[src/rtl/msrv32_pipe_ctrl.sv]
// Pipeline sequencer for the msrv32 stage-2/3 register and PC register.
// Resolves redirects, data-memory waits with timeout, load-use hazards and fetch waits.
module msrv32_pipe_ctrl #(
  parameter int TIMEOUT_CYCLES = 16,
  parameter int CNT_W          = 5
) (
  input  logic             clk_in,
  input  logic             reset_in,
  input  logic             imem_ready_in,
  input  logic             dmem_req_in,
  input  logic             dmem_ready_in,
  input  logic             ex_load_in,
  input  logic             ex_rf_wr_en_in,
  input  logic [4:0]       ex_rd_addr_in,
  input  logic [4:0]       id_rs1_addr_in,
  input  logic [4:0]       id_rs2_addr_in,
  input  logic             id_rs1_used_in,
  input  logic             id_rs2_used_in,
  input  logic             branch_taken_in,
  input  logic             trap_taken_in,
  output logic             pc_en_out,
  output logic             reg2_en_out,
  output logic             reg2_flush_out,
  output logic [1:0]       state_out,
  output logic [CNT_W-1:0] stall_cnt_out,
  output logic             bus_err_out
);

  typedef enum logic [1:0] {
    ST_RUN      = 2'b00,
    ST_WAIT_MEM = 2'b01,
    ST_FLUSH    = 2'b10,
    ST_ILLEGAL  = 2'b11
  } state_e;

  localparam logic [CNT_W-1:0] CntLast = CNT_W'(TIMEOUT_CYCLES - 1);
  localparam logic [CNT_W-1:0] CntOne  = CNT_W'(1);

  state_e           state_q, state_d;
  logic [CNT_W-1:0] cnt_q, cnt_d;
  logic             bus_err_q, bus_err_d;

  logic redirect;
  logic mem_stall;
  logic rs1_hit;
  logic rs2_hit;
  logic hazard;
  logic pc_en;
  logic reg2_en;
  logic flush;

  assign redirect  = branch_taken_in | trap_taken_in;
  assign mem_stall = dmem_req_in & ~dmem_ready_in;
  assign rs1_hit   = id_rs1_used_in & (id_rs1_addr_in == ex_rd_addr_in);
  assign rs2_hit   = id_rs2_used_in & (id_rs2_addr_in == ex_rd_addr_in);
  assign hazard    = ex_load_in & ex_rf_wr_en_in & (ex_rd_addr_in != 5'd0) & (rs1_hit | rs2_hit);

  always_ff @(posedge clk_in or negedge reset_in) begin
    if (!reset_in) begin
      state_q   <= ST_RUN;
      cnt_q     <= '0;
      bus_err_q <= 1'b0;
    end else begin
      state_q   <= state_d;
      cnt_q     <= cnt_d;
      bus_err_q <= bus_err_d;
    end
  end

  // The stall counter defaults to zero so it reads 0 in every state but WAIT_MEM.
  always_comb begin
    state_d   = state_q;
    cnt_d     = '0;
    bus_err_d = 1'b0;
    pc_en     = 1'b0;
    reg2_en   = 1'b0;
    flush     = 1'b0;
    case (state_q)
      ST_RUN: begin
        if (redirect) begin
          pc_en   = 1'b1;
          reg2_en = 1'b1;
          flush   = 1'b1;
          state_d = ST_FLUSH;
        end else if (mem_stall) begin
          cnt_d   = CntOne;
          state_d = ST_WAIT_MEM;
        end else if (hazard || !imem_ready_in) begin
          reg2_en = 1'b1;
          flush   = 1'b1;
        end else begin
          pc_en   = 1'b1;
          reg2_en = 1'b1;
        end
      end
      ST_WAIT_MEM: begin
        if (dmem_ready_in && redirect) begin
          pc_en   = 1'b1;
          reg2_en = 1'b1;
          flush   = 1'b1;
          state_d = ST_FLUSH;
        end else if (dmem_ready_in) begin
          pc_en   = 1'b1;
          reg2_en = 1'b1;
          state_d = ST_RUN;
        end else if (cnt_q == CntLast) begin
          // Abandon the access: bubble out the stuck instruction and flag it.
          pc_en     = 1'b1;
          reg2_en   = 1'b1;
          flush     = 1'b1;
          bus_err_d = 1'b1;
          state_d   = ST_FLUSH;
        end else begin
          cnt_d = cnt_q + CntOne;
        end
      end
      ST_FLUSH: begin
        pc_en   = 1'b1;
        reg2_en = 1'b1;
        flush   = 1'b1;
        state_d = redirect ? ST_FLUSH : ST_RUN;
      end
      default: begin
        flush   = 1'b1;
        state_d = ST_RUN;
      end
    endcase
  end

  // Reset overrides the combinational table so nothing moves while it is held.
  assign pc_en_out      = reset_in & pc_en;
  assign reg2_en_out    = reset_in & reg2_en;
  assign reg2_flush_out = reset_in & flush;
  assign state_out      = state_q;
  assign stall_cnt_out  = cnt_q;
  assign bus_err_out    = bus_err_q;

endmodule
[config.mk]
export PLATFORM = sky130hd
export DESIGN_NAME = msrv32_pipe_ctrl
export DESIGN_NICKNAME = d
export VERILOG_FILES = /design/src/rtl/msrv32_pipe_ctrl.sv
export SDC_FILE = /design/constraint.sdc
export NUM_CORES = 1
export LEC_CHECK = 0
export BUFFER_PORTS_ARGS = -buffer_cell sky130_fd_sc_hd__buf_4
export CAP_MARGIN = 25
export CORE_MARGIN = 2
export CORE_UTILIZATION = 43
export DETAILED_ROUTE_END_ITERATION = 7
export GPL_TIMING_DRIVEN = 0
export PLACE_DENSITY = 0.79
export SYNTH_ARGS = -nofsm -noshare
export SYNTH_HDL_FRONTEND = slang
export SYNTH_SLANG_ARGS = --single-unit
[constraint.sdc]
create_clock -name clk_in -period 3.2 [get_ports clk_in]
set_clock_uncertainty 0.2 [all_clocks]
set_input_delay 0.16 -clock clk_in [delete_from_list [all_inputs] [get_ports clk_in]]
set_output_delay 0.16 -clock clk_in [all_outputs]
set_load 0.005 [all_outputs]
==> run metrics <==
PwrDens roughly 270 nW/um2; syn_area_per_cell 8.84 um2; core area 1270 um2; area taken by flip-flops and latches 200 um2; Die ar. 1620 um2; Crit Path Max Fanout 5; GP Congestion roughly 0.77; I/O pins 37; PortBufs 36; WL per Instance roughly 13 um; sequential area share after synthesis 35.4%; #FFs+latches synth 8; largest net degree at the start of global routing 11; GRT Resource Usage Total 21.4%; Hold Violations, Final 0; TritonCTS clock tree done; Die X about 40 um; Synthesis Warnings 0; Syn Inst Count 64; # DRC 0; Max Buffers Root-to-Sink 2; Root Driver clkbuf_4; maximum VDD drop approximately 0.00021 V; GR Overflow Total 0; vias per cell ~5.2; number of max-cap violations 0; Placement Rows 13; Mapped Area 566 um2; period utilisation layout 72.2%; Rel. slew slack between 70% and 80%; Sw Ratio 24.3%; HPWL after detailed placement 1280 um; syn nets 91; antenna violations before repair 0; Yosys cell types 29; Synth-to-Final Area Change 58.6%; layout cells sized above 1 38.1%; clock sink total 8; pins over their slew limit 0; H-tree depth 1; Routed WL 1540 um; Multi-input gate area 354 um2; Comb power frac 26.2%; clk_lat worst skew 250 ps; Internal Pwr Total around 0.18 mW; measured slew at the worst slew-check pin approximately 410 ps; Layout fillers 103; Layout Nets 134; Worst-path clk slew 50 ps; Leak 0.424 nW; outcome completed; clock share of power 30.9%; die height 40.3 um; sequential share of power 42.9%; worst endpoint data arrival time just under 2000 ps; Worst Setup End Kind output port; Switch Pwr 0.0585 mW; Hold/Removal Path Class in -> reg; Startpoint Class register; ANT cells 0; Final ANT Viol Nets 0; final setup fails 0; Initial Util 44.6%; Max Fclk 433 MHz; RSZ-0062 raised after global routing no; TritonCTS Buffers 3; drt first-iter violations 8; TritonRoute pass-1 iters 4; R2R Setup Slk 1640 ps; minimum clock period 2310 ps; first-pass GRT wire length roughly 2200 um; final design utilization a little over two thirds; worst setup path category reg -> out; vias roughly 630; vias in the first global route 531; TNS Setup 0 ps; CP Data Required Time 2840 ps
-- worst max-delay path: stages, from the launching register on --
cell and delay [ps]:
dfrtp_1 400, ha_1 250, nand4b_1 200, a211oi_1 100, a2111oi_0 430, a21boi_0 160
buf_4 170
-- cells in the mapped netlist (all sizes together) --
master   count  area, um2
o22ai        1       6.26
a21boi       1       7.51
nand4b       1       8.76
and2         3       18.8
xor2         9       78.8
nor3         3       15.0
clkbuf       1       3.75
a211o        1       8.76
a21oi        2       10.0
xnor2        3       26.3
ha           1       12.5
nand2        5       18.8
nor2         6       22.5
o211a        1       10.0
inv          2       7.51
o211ai       1       12.5
nand3        3       15.0
a211oi       1       7.51
o21ai        3       15.0
dfrtp        8        200
a32oi        1       8.76
o21a         1       7.51
a2111oi      1       8.76
nor3b        1       7.51
o31ai        1       7.51
or4          1       7.51
nor4         2       12.5
-- metrics by stage --
stage | hold slack [ps] | instances | area [um2] | setup slack [ps] | total power, mW
3_3_place_gp | -210 | 115 | 855 | 1180 | 0.164
4_1_cts | 16.6 | 120 | 897 | 878 | 0.243
6_report | 18.8 | 120 | 897 | 891 | 0.241
3_5_place_dp | -209 | 115 | 855 | 1150 | 0.166
5_1_grt | 54.1 | 120 | 897 | 709 | 0.256
2_1_floorplan | -336 | 64 | 566 | 1390 | 0.126
-- path summary, 6_finish.rpt --
path / startpoint / cells past startpoint / endpoint
setup / recovery: stall_cnt_out[0] / 6 / pc_en_out
hold / removal: branch_taken_in / 3 / state_out[1]
setup reg to reg: stall_cnt_out[0] / 5 / state_out[0]
hold reg to reg: stall_cnt_out[4] / 2 / stall_cnt_out[4]
max in group asynchronous: reset_in / 2 / stall_cnt_out[4]
min in group asynchronous: reset_in / 2 / state_out[1]
-- registers in the layout, summed over array words and instances, names as in the netlist --
register and flops:
stall_cnt_out 5, state_out 2, bus_err_out 1
-- final cells by class --
cell class / instances / area share [%]
Sequential cell: 8 / 22.3
Tap cell: 15 / 2.09
Inverter: 2 / 0.837
Timing Repair Buffer: 38 / 32.4
Buffer: 1 / 0.418
Multi-Input combinational cell: 53 / 39.5
Clock buffer: 3 / 2.51
-- power by group through the flow --
| stage | clock network [mW] | logic, mW | registers (mW) |
|---|---|---|---|
| after floorplan | 0 | 0.0208 | 0.105 |
| after global placement | 0 | 0.0592 | 0.105 |
| after detailed placement | 0 | 0.0612 | 0.105 |
| after CTS | 0.0763 | 0.0634 | 0.103 |
| after global routing | 0.0836 | 0.0692 | 0.103 |
| final | 0.0744 | 0.0631 | 0.103 |
-- cells by family after synthesis --
kind of cell | Yosys count | synth area share [%]
AOI/OAI and AO/OA | 15 | 19.5
xor gates and xnor gates | 12 | 18.6
adders and majority gates | 1 | 2.21
buffers and inverters | 3 | 1.99
DFF | 8 | 35.4
and+or+nand+nor | 25 | 22.3
-- what timing repair did --
item / 4_1_cts / 5_1_grt
resized for setup: 0 / 0
hold endpoints to repair: 9 / 0
buffers inserted: 0 / 0
hold buffers: 2 / 0
-- placed cells by master (no fill, tap or decap), drive strengths merged --
cell,instances
a2111oi,1
a211o,1
a211oi,1
a21boi,1
a21oi,2
a32oi,1
and2,3
buf,36
clkbuf,4
dfrtp,8
dlygate4sd3,2
ha,1
inv,2
nand2,5
nand3,3
nand4b,1
nor2,6
nor3,3
nor3b,1
nor4,2
o211a,1
o211ai,1
o21a,1
o21ai,3
o22ai,1
o31ai,1
or4,1
xnor2,3
xor2,9
-- per-layer routing --
metal  global-route usage (%)  vias up  part of all wire, %
li1                         -      317                    -
met1                     24.3      284                   41
met2                     36.7       21                   51
met3                     8.89        4                  5.8
met4                     5.83        0                  2.6
met5                        0        -                    0
Note: power is estimated with default switching activity, not from simulation.
